$ cat config.mk
export PLATFORM = sky130hd
export DESIGN_NAME = ucode_sequencer
export DESIGN_NICKNAME = d
export VERILOG_FILES = /design/src/rtl/ucode_sequencer_pkg.sv /design/src/rtl/irq_sync.sv /design/src/rtl/ucode_sequencer.sv
export SDC_FILE = /design/constraint.sdc
export NUM_CORES = 1
export LEC_CHECK = 0
export BUFFER_PORTS_ARGS = -buffer_cell sky130_fd_sc_hd__clkbuf_2
export CORE_ASPECT_RATIO = 0.75
export CORE_UTILIZATION = 40
export CTS_CLUSTER_SIZE = 8
export DETAILED_ROUTE_END_ITERATION = 10
export HOLD_SLACK_MARGIN = 0.02
export SETUP_SLACK_MARGIN = 0.05
export SKIP_CTS_REPAIR_TIMING = 1
export SYNTH_ARGS = -nofsm -noshare
export SYNTH_HDL_FRONTEND = slang
export SYNTH_SLANG_ARGS = --single-unit
$ cat constraint.sdc
create_clock -name clk -period 2.5 [get_ports clk]
set_input_delay 0 -clock clk [delete_from_list [all_inputs] [get_ports clk]]
set_output_delay 0 -clock clk [all_outputs]
set_load 0.02 [all_outputs]
$ cat src/rtl/ucode_sequencer_pkg.sv
// Shared types and constants for the microcode sequencer.
package ucode_sequencer_pkg;

   localparam int UC_LAST = 0;

   localparam logic [1:0] EXC_CAUSE_IRQ   = 2'd0;
   localparam logic [1:0] EXC_CAUSE_PHASE = 2'd1;

   localparam logic [2:0] PHASE_MAX = 3'd7;

   typedef enum logic [2:0] {
      FETCH   = 3'd0,
      EXEC    = 3'd1,
      EXC     = 3'd2,
      WAITING = 3'd3,
      HALTED  = 3'd4
   } seq_state_t;

endpackage

$ cat src/rtl/irq_sync.sv
// Flop-chain synchronizer for a level-sensitive asynchronous input, cleared by reset.
module irq_sync #(
   parameter int STAGES = 2
) (
   input  logic clk,
   input  logic rst_n,
   input  logic d,
   output logic q
);

   logic [STAGES-1:0] chain;

   always_ff @(posedge clk or negedge rst_n) begin
      if (!rst_n) chain <= '0;
      else        chain <= (chain << 1) | STAGES'(d);
   end

   assign q = chain[STAGES-1];

endmodule

$ cat src/rtl/ucode_sequencer.sv
// Microcode sequencer: phase counter, fetch/exec/exc/wait/halt state and interrupt enable.
// Optional phase-overflow watchdog enabled by defining SEQ_PHASE_WATCHDOG_EN.
module ucode_sequencer
   import ucode_sequencer_pkg::*;
#(
   parameter int IRQ_SYNC_STAGES = 2
) (
   input  logic       clk,
   input  logic       rst_n,
   input  logic       stall,
   input  logic       uc_last,
   input  logic       halt,
   input  logic       wait_i,
   input  logic       ei,
   input  logic       di,
   input  logic       irq,
   output logic [2:0] phase,
   output logic       fetch,
   output logic       exc_triggered,
   output logic       ir_load,
   output logic       irq_ack,
   output logic [1:0] exc_cause,
   output logic       ie,
   output logic       halted,
   output seq_state_t seq_state
);

   seq_state_t state;
   seq_state_t nxt;
   logic       irq_s;
   logic       take_irq;
   logic       wd_hit;
   logic       load;
   logic       ack;
   logic [1:0] cause;

   irq_sync #(.STAGES(IRQ_SYNC_STAGES)) u_irq_sync (
      .clk   (clk),
      .rst_n (rst_n),
      .d     (irq),
      .q     (irq_s)
   );

   assign take_irq  = irq_s & ie;
   assign seq_state = state;

`ifdef SEQ_PHASE_WATCHDOG_EN
   assign wd_hit = (phase == PHASE_MAX);
`else
   assign wd_hit = 1'b0;
`endif

   // uc_last always outranks the watchdog: a sequence ending exactly at phase 7 is legal.
   always_comb begin
      nxt   = state;
      load  = 1'b0;
      ack   = 1'b0;
      cause = EXC_CAUSE_IRQ;
      case (state)
         FETCH: begin
            if (uc_last) begin
               nxt  = EXEC;
               load = 1'b1;
            end else if (wd_hit) begin
               nxt   = EXC;
               cause = EXC_CAUSE_PHASE;
            end
         end
         EXEC: begin
            if (uc_last) begin
               if (take_irq) begin
                  nxt = EXC;
                  ack = 1'b1;
               end else if (halt)   nxt = HALTED;
               else if (wait_i)     nxt = WAITING;
               else                 nxt = FETCH;
            end else if (wd_hit) begin
               nxt   = EXC;
               cause = EXC_CAUSE_PHASE;
            end
         end
         EXC:     if (uc_last || wd_hit) nxt = FETCH;
         WAITING: begin
            if (take_irq) begin
               nxt = EXC;
               ack = 1'b1;
            end else if (irq_s) nxt = FETCH;
         end
         HALTED:  nxt = HALTED;
         default: nxt = FETCH;
      endcase
   end

   always_ff @(posedge clk or negedge rst_n) begin
      if (!rst_n) begin
         state         <= FETCH;
         phase         <= '0;
         fetch         <= 1'b1;
         exc_triggered <= 1'b0;
         ir_load       <= 1'b0;
         irq_ack       <= 1'b0;
         exc_cause     <= EXC_CAUSE_IRQ;
         ie            <= 1'b0;
         halted        <= 1'b0;
      end else if (!stall) begin
         state         <= nxt;
         fetch         <= (nxt == FETCH);
         exc_triggered <= (nxt == EXC);
         halted        <= (nxt == HALTED);
         ir_load       <= load;
         irq_ack       <= ack;
         if (nxt != state)
            phase <= '0;
         else if (state == FETCH || state == EXEC || state == EXC)
            phase <= phase + 3'd1;
         // EXC entry clearing ie wins over an ei retired at the same edge.
         if (nxt == EXC && state != EXC) begin
            ie        <= 1'b0;
            exc_cause <= cause;
         end else if (state == EXEC && uc_last) begin
            if (di)      ie <= 1'b0;
            else if (ei) ie <= 1'b1;
         end
      end else begin
         ir_load <= 1'b0;
         irq_ack <= 1'b0;
      end
   end

endmodule
### Word-level counts from Yosys, hierarchy flattened

Index checks and enable logic that the tools add are counted.

* register bits: 14
* input port bits: 9
* output and inout bits: 14
* logic and storage cells: 54

* add/subtract/negate cells: 1
* equal/unequal tests: 8
* mux-type cells: 22
* bitwise operators: 3
* reductions and logical operators: 11

Operators by type and width (number)
* $mux W3: 9
* $pmux W3 S5: 1
* $mux W1: 10
* $eq A3 B2 Y1 const B: 3
* $eq A3 B3 Y1 const B: 2
* $logic_not A3 Y1: 2
* $reduce_bool A2 Y1: 2
* $add A3 B1 Y3 const B: 1
* $eq A3 B1 Y1 const B: 1
* $ne A3 B2 Y1 const B: 1
* $ne A3 B3 Y1: 1
* $reduce_and A3 Y1: 1
* $reduce_bool A3 Y1: 1
* $logic_and A1 B1 Y1: 2
* $logic_or A1 B1 Y1: 2
* $mux W2: 1
* $or A2 B1 Y2: 1
* $pmux W1 S2: 1
* $reduce_and A2 Y1: 1
* $and A1 B1 Y1: 1
* $not A1 Y1: 1

### Logic depth before layout (Yosys ltp)

Gate-level depths: netlist (run 1).

* depth after elaboration: 9
* depth in mapped cells: 6
* gate-level depth less buffers: 5

### Modules after synthesis

Synthesis (run 1) repeated with hierarchy kept, for this count alone.

* cell total of the unflattened synthesis: 72
* area, all modules: 715.7 um^2

Modules (own cells, without submodules)
* ucode_sequencer: instances 1, cells each 70, area an instance 665.6 um^2, seq. area each 301.5 um^2
* irq_sync: instances 1, cells each 2, area an instance 50.0 um^2, seq. area each 50.0 um^2

### Least setup slack after synthesis (run 1)

Ideal clock, no wire load.

* kind: register to register
* from: register state[1], in the netlist seq_state[1]
* to: register phase[1]
* library setup time: 0.122 ns
* data arrival time: 1.391 ns
* required time: 2.378 ns
* path slack: 0.988 ns
* stages on the path, launching flop included: 6
* buffers on the path: 1
* period minus slack after synthesis: 1.512 ns
* cells stage by stage: dfrtp_1 -> buf_4 -> nand2_1 -> nor3_1 -> or3_1 -> a32o_1

* word-level cells in the longest chain between the ends: 6
* elaborated cells between the ends (all ways): 17
* classes of those cells: 5 x eq/ne; 7 x mux; 5 x reduce/logical

RTL lines
* start: declaration: RTL line ucode_sequencer.sv:28 `seq_state_t state;`
* start signal: assignment: RTL line ucode_sequencer.sv:106 `state <= nxt;`
* $mux W3: RTL line ucode_sequencer.sv:87 `end else if (irq_s) nxt = FETCH;`
* $mux W3: RTL line ucode_sequencer.sv:84 `if (take_irq) begin`
* $pmux W3 S5: RTL line ucode_sequencer.sv:59 `case (state)`
* $ne A3 B3 Y1: RTL line ucode_sequencer.sv:112 `if (nxt != state)`
* $reduce_bool A2 Y1 (no source line)
* $reduce_and A2 Y1 (no source line)
* end signal: assignment: RTL line ucode_sequencer.sv:115 `phase <= phase + 3'd1;`
* end: declaration: RTL line ucode_sequencer.sv:17 `output logic [2:0] phase,`

Parallel ways exist; a longest one is shown, timed or not.
A chain may end at the register's enable or synchronous reset.

### Worst setup path in the final report (run 1)

* from: register state[0], in the netlist seq_state[0]
* to: register phase[1]

The elaborated chain is that of the path after synthesis.

==> results.json, run 1 <==
{
  "vdd_drop_max_uv": 636,
  "multiInputGateArea_um2": 384,
  "number_of_clock_buffers_inserted_by_tritoncts": 3,
  "dp.cells": 117,
  "row_count": 13,
  "place.gp.congestion": 0.806,
  "final_nets": 113,
  "path_class": "flop to flop",
  "dp.final_hpwl_um": 1150,
  "core_region_area_mm2": 0.00177,
  "largest_net_degree_at_the_start_of_global_routing": 19,
  "yosys-top-cells-area": "sky130_fd_sc_hd__dfrtp_1 (42%), sky130_fd_sc_hd__nand2_1 (4.8%), sky130_fd_sc_hd__o21ai_0 (3.9%)",
  "hold_path_startpoint": "ei",
  "yosys.area.top_type": "sky130_fd_sc_hd__dfrtp_1",
  "layout-drive-gt1-share_pct": 27.5,
  "post_synth_inst_count": 81,
  "number_of_antenna_violations_at_the_first_check_in_global_routing": 0,
  "avgSynthCellArea_um2": 9.59,
  "detailed_route_via_count": 682,
  "cp_peak_stage_delay_ns": 0.59,
  "fin_setup_tns_ns": 0,
  "cts_root_buffer": "sky130_fd_sc_hd__clkbuf_4",
  "clk_pin_slew_worst_paths_ns": 0.08,
  "antenna_left": 0,
  "stdcell_count": 124,
  "average_routed_wire_per_standard_cell_um": 12.8,
  "drt_iter0_drc": 16,
  "yosysWarnings": 0,
  "worst_hold_path.num_cells": 3,
  "drc": 0,
  "first_global_vias": 531,
  "tightestPinTransition_ns": 0.503,
  "hold_end": "ie",
  "io_pins": 23,
  "crit_path_end_kind": "flop",
  "placedInstanceArea_um2": 863,
  "synthFlopType": "sky130_fd_sc_hd__dfrtp_1",
  "area_growth_syn_to_layout_pct": 19.6,
  "slew_violations": 0,
  "detail_route.wirelength_um": 1590,
  "routed_via_density": 5.50,
  "portion_of_the_post_synthesis_area_used_by_sequential_elements_pct": 45.2,
  "slew_headroom_pct": 66.5,
  "track_usage_pct": 17.8,
  "post-route-period-util_pct": 65.0,
  "hold_violations": 0,
  "worst-path-buf-inv": 0,
  "grt_first_pass_wirelength_um": 2590,
  "cts_tree": "built",
  "synth.cell_area_um2": 777,
  "drt_pass1_iterations": 4,
  "reg2reg_slack_ns": 0.87,
  "initial_core_util_pct": 43.8,
  "critical_path_cell_count": 4,
  "synth.top_cells.by_count": "sky130_fd_sc_hd__dfrtp_1 (13), sky130_fd_sc_hd__nand2_1 (10), sky130_fd_sc_hd__o21ai_0 (6), sky130_fd_sc_hd__a21oi_1 (5)",
  "fmax_mhz": 615,
  "start_kind": "flop",
  "r2r.worst_path.cells": 4,
  "post-synth-top-area-fraction_pct": 41.9,
  "synth.lib_cells_used.distinct": 30,
  "async_set_or_reset_flop_fraction_in_the_synthesized_netlist_pct": 100,
  "clock-sinks": 14,
  "die_h_um": 40.2,
  "setup_viol": 0,
  "critical-path-top-delay-family": "compound AO/OA/AOI/OAI gates",
  "worst_clock_skew_ns": 0.00206,
  "post_layout_min_period_ns": 1.63,
  "dieArea_mm2": 0.00212,
  "status": "finished clean",
  "drv_cap": 0,
  "postLayoutCellArea_um2": 930,
  "powerDensity_mw_per_mm2": 1140,
  "synthMostInstantiatedCell": "sky130_fd_sc_hd__dfrtp_1",
  "timing.critical_path.required_ns": 2.67,
  "cp_max_fo": 15,
  "grt_overflow_total": 0,
  "total_of_buffers_placed_on_input_and_output_ports": 20,
  "cpMaxStageDelayCell": "sky130_fd_sc_hd__dfrtp_1",
  "power_leakage_uw": 0.000423,
  "crit-reg2reg-launch": "seq_state[0]",
  "ys_ff_latch": 14,
  "clock_path_buffers": 2,
  "classification_of_the_worst_slack_hold_path": "primary input to flop",
  "clkLatencyLatePin_ns": 0.27,
  "reg_area_um2": 352,
  "count_of_flip_flops_with_a_built_in_enable_after_synthesis": 0,
  "critical_path.startpoint": "seq_state[0]",
  "grt_setup_unrepaired": "no",
  "worstReg2RegEnd": "phase[1]",
  "worst-endpoint-arrival_ns": 1.79,
  "chipWidth_um": 52.9,
  "layout.filler_cells": 164,
  "timing.critical_path.cells": "nand2_1 -> a211oi_2 -> nor4b_1 -> a32o_1",
  "antennaDiodeCount": 0,
  "htree_num_levels": 1
}
[cells in the final DEF, fill, tap and decap left out, types with 2 or more instances in the layout]
cell type,count
sky130_fd_sc_hd__clkbuf_2,20
sky130_fd_sc_hd__dfrtp_1,13
sky130_fd_sc_hd__nand2_1,10
sky130_fd_sc_hd__o21ai_0,6
sky130_fd_sc_hd__a21oi_1,5
sky130_fd_sc_hd__nor2_1,4
sky130_fd_sc_hd__nand2b_1,4
sky130_fd_sc_hd__nor3_1,3
sky130_fd_sc_hd__nand3b_1,3
sky130_fd_sc_hd__nand4_1,3
sky130_fd_sc_hd__clkbuf_4,3
sky130_fd_sc_hd__dlygate4sd3_1,3
sky130_fd_sc_hd__nor4_1,2
sky130_fd_sc_hd__nand3_1,2
sky130_fd_sc_hd__o31ai_1,2
sky130_fd_sc_hd__nor4b_1,2
sky130_fd_sc_hd__a32o_1,2
sky130_fd_sc_hd__conb_1,2
[stage by stage]
| step | setup WS, ns | util (%) | total power (uW) | hold WS (ns) |
|---|---|---|---|---|
| 3_3_place_gp | 0.918 | 48.7 | 902 | -0.0783 |
| 6_report | 0.874 | 52.4 | 1060 | 0.0205 |
| 3_5_place_dp | 0.880 | 48.7 | 907 | -0.0735 |
| 4_1_cts | 0.865 | 50.7 | 1070 | -0.385 |
| 2_1_floorplan | 0.988 | - | 787 | -0.296 |
| 5_1_grt | 0.748 | 52.4 | 1150 | 0.0489 |
[how the worst max path moves through the flow]
stage                to
6_report       phase[1]
5_1_grt        phase[1]
4_1_cts        phase[1]
3_5_place_dp   phase[1]
3_3_place_gp   phase[1]
2_1_floorplan  phase[1]
[worst register-to-register path: stages, from the launching register on]
cell                       delay (ns)
sky130_fd_sc_hd__dfrtp_1         0.59
sky130_fd_sc_hd__nand2_1         0.17
sky130_fd_sc_hd__a211oi_2        0.36
sky130_fd_sc_hd__nor4b_1         0.12
sky130_fd_sc_hd__a32o_1          0.28
[cell type report]
class                           count  area share, %
Clock buffer                        4           3.90
Multi-Input combinational cell     61           41.3
Tap cell                           22           2.96
Timing Repair Buffer               23           14.0
Sequential cell                    14           37.8
[where the power goes]
group          internal, uW  switching (uW)  leakage [uW]
Clock                  88.5            70.9     0.0000210
Sequential              306             127      0.000179
Combinational           197             274      0.000223
Total                   592             472      0.000423
[kinds of logic (layout without fill, tap and decap cells)]
family / after synthesis / in the layout / share of synthesized area [%]
buffers and inverters: 7 / 27 / 5.80
AND/OR/NAND/NOR: 36 / 36 / 24.8
adder cells (fa/ha/maj): 1 / 1 / 1.61
multiplexers: 2 / 2 / 2.74
other: 1 / 2 / 0.483
AO/OA/AOI/OAI: 20 / 20 / 19.3
flip-flops: 14 / 14 / 45.2
[metal layers]
metal | share of wire, % | vias to the layer above | track usage (%)
li1 | - | 336 | -
met1 | 48 | 318 | 25.5
met2 | 43 | 26 | 25.0
met3 | 8.0 | 2 | 4.55
met4 | 0.88 | 0 | 7.89
met5 | 0 | - | 0
Note: power is estimated with default switching activity, not from simulation.
==> inputs of run 2 (changes only) <==
PLACE_DENSITY = 0.67   (was unset)
clock period = 1.3 ns   (was 2.5 ns; I/O delays follow)
==> run 2 against run 1 <==
Effect of this change: the run now ends with negative setup slack left; combinational power grew to 3.9 times the previous value; worst hold slack improved by 0.022 ns; maximum frequency up 6.8%; cell area increased by 37%; cell count is 22% higher; clock power rose by 63%; first-iteration DRC count is 75% higher; wire length is 59% higher; clock skew grew 0.0031 ns.
==> results.json, run 2 (synthesis results as in run 1) <==
{
  "initial_core_util_pct": 43.8,
  "use_met1_pct": 26.9,
  "slew_violations": 0,
  "powerDensity_mw_per_mm2": 2290,
  "final_nets": 140,
  "dieArea_mm2": 0.00212,
  "timing.critical_path.required_ns": 1.47,
  "fin_setup_tns_ns": -1.37,
  "drt_iter0_drc": 28,
  "total_of_buffers_placed_on_input_and_output_ports": 20,
  "layout-drive-gt1-share_pct": 57.4,
  "mostFrequentLayoutCell": "sky130_fd_sc_hd__clkbuf_2",
  "timing.critical_path.cells": "nand2_1 -> a211oi_4 -> nor4b_1 -> a32o_1",
  "number_of_clock_buffers_inserted_by_tritoncts": 3,
  "cpMaxStageDelayCell": "sky130_fd_sc_hd__dfrtp_2",
  "busiest_grt_layer": "met2",
  "dp.final_hpwl_um": 1380,
  "vdd_drop_max_uv": 1370,
  "average_routed_wire_per_standard_cell_um": 16.7,
  "clkLatencyLatePin_ns": 0.28,
  "routed_via_density": 5.54,
  "post_layout_min_period_ns": 1.52,
  "cts_tree": "built",
  "io_pins": 23,
  "power_leakage_uw": 0.000583,
  "core_region_area_mm2": 0.00177,
  "detail_route.wirelength_um": 2530,
  "detailed_route_via_count": 836,
  "antennaDiodeCount": 0,
  "antenna_left": 0,
  "hold_violations": 0,
  "path_class": "flop to flop",
  "clock_path_buffers": 2,
  "chipWidth_um": 52.9,
  "die_h_um": 40.2,
  "final.setup.worst_slack_ns": -0.223,
  "first_global_vias": 636,
  "clk_pin_slew_worst_paths_ns": 0.08,
  "place.gp.congestion": 0.887,
  "clock-sinks": 14,
  "status": "finished with violations",
  "violations": "negative setup slack",
  "final_cell_mix": "sky130_fd_sc_hd__clkbuf_2 (20), sky130_fd_sc_hd__buf_4 (17), sky130_fd_sc_hd__buf_6 (9), sky130_fd_sc_hd__nand2_1 (8), sky130_fd_sc_hd__dfrtp_1 (8)",
  "layout.filler_cells": 132,
  "grt_overflow_total": 0,
  "largest_net_degree_at_the_start_of_global_routing": 15,
  "number_of_antenna_violations_at_the_first_check_in_global_routing": 0,
  "classification_of_the_worst_slack_hold_path": "primary input to flop",
  "worst-path-buf-inv": 0,
  "setup_viol": 10,
  "htree_num_levels": 1,
  "drt_pass1_iterations": 4,
  "grt_setup_unrepaired": "yes",
  "worst-endpoint-arrival_ns": 1.70,
  "drc": 0,
  "start_kind": "flop",
  "cp_max_fo": 6,
  "area_growth_syn_to_layout_pct": 63.4,
  "crit_path_end_kind": "flop",
  "critical-path-top-delay-family": "compound AO/OA/AOI/OAI gates",
  "grt_first_pass_wirelength_um": 2900,
  "m3_gr_usage_pct": 4.55,
  "cp_peak_stage_delay_ns": 0.46,
  "worst_clock_skew_ns": 0.00518,
  "fmax_mhz": 657,
  "track_usage_pct": 20.7,
  "row_count": 13,
  "finalCoreUtilization_pct": 71.6,
  "cts_root_buffer": "sky130_fd_sc_hd__clkbuf_4",
  "post-route-period-util_pct": 117,
  "drv_cap": 0,
  "use_met2_pct": 31.3
}
run 2: changes by cell type in the layout (fill, tap and decap cells not counted), moves of 3 or more:
cell                      previous run  this run
sky130_fd_sc_hd__a21oi_1             5         1
sky130_fd_sc_hd__a21oi_2             0         4
sky130_fd_sc_hd__buf_4               0        17
sky130_fd_sc_hd__buf_6               0         9
sky130_fd_sc_hd__dfrtp_1            13         8
sky130_fd_sc_hd__dfrtp_2             0         5
sky130_fd_sc_hd__o21ai_0             6         3
sky130_fd_sc_hd__o21ai_1             1         4
run 2: metal layers:
metal / share of wire, % / wire (um)
met5: 0 / 0
met4: 4.3 / 108
met3: 5.7 / 145
met2: 47 / 1180
met1: 43 / 1090
run 2: final timing paths:
| path | startpoint | to | slack (ns) | cells after the start |
|---|---|---|---|---|
| setup / recovery | seq_state[0] | phase[1] | -0.22 | 4 |
| hold / removal | uc_last | ir_load | 0.04 | 3 |
| setup reg to reg | seq_state[0] | phase[1] | -0.22 | 4 |
| hold reg to reg | u_irq_sync.chain[0] | u_irq_sync.chain[1] | 0.35 | 0 |
| max in group asynchronous | rst_n | fetch | 0.84 | 2 |
| min in group asynchronous | rst_n | halted | 0.15 | 2 |
run 2: per-stage QoR:
step                      instances  hold slack (ns)  area [um^2]  power, uW  setup slack [ns]
final                           151           0.0424         1270       2910            -0.223
after global routing            151           0.0269         1270       3060            -0.258
after CTS                       139           -0.384         1050       2320            -0.174
after floorplan                  82           -0.296          806       1570            -0.120
after global placement          135          -0.0799         1020       2030            -0.124
after detailed placement        135          -0.0736         1020       2060            -0.161
run 2: cell type report:
class                      instances  area (um^2)  share of cell area (%)
multi-input combinational         61          479                    37.7
tap                               22         27.5                    2.17
sequential                        14          358                    28.2
clock buffer                       4         26.3                    2.07
timing repair buffer              50          379                    29.9
run 2: report_power, final:
group          switching, uW  internal, uW  leakage (uW)  total, uW
combinational            904           932      0.000395       1840
clock                    140           119     0.0000150        259
sequential               209           602      0.000173        811
total                   1250          1650      0.000583       2910
run 2: worst min-delay path, cell delays in order:
cell,delay (ns)
sky130_fd_sc_hd__clkbuf_2,0.14
sky130_fd_sc_hd__nand2_1,0.09
sky130_fd_sc_hd__nor3_1,0.06
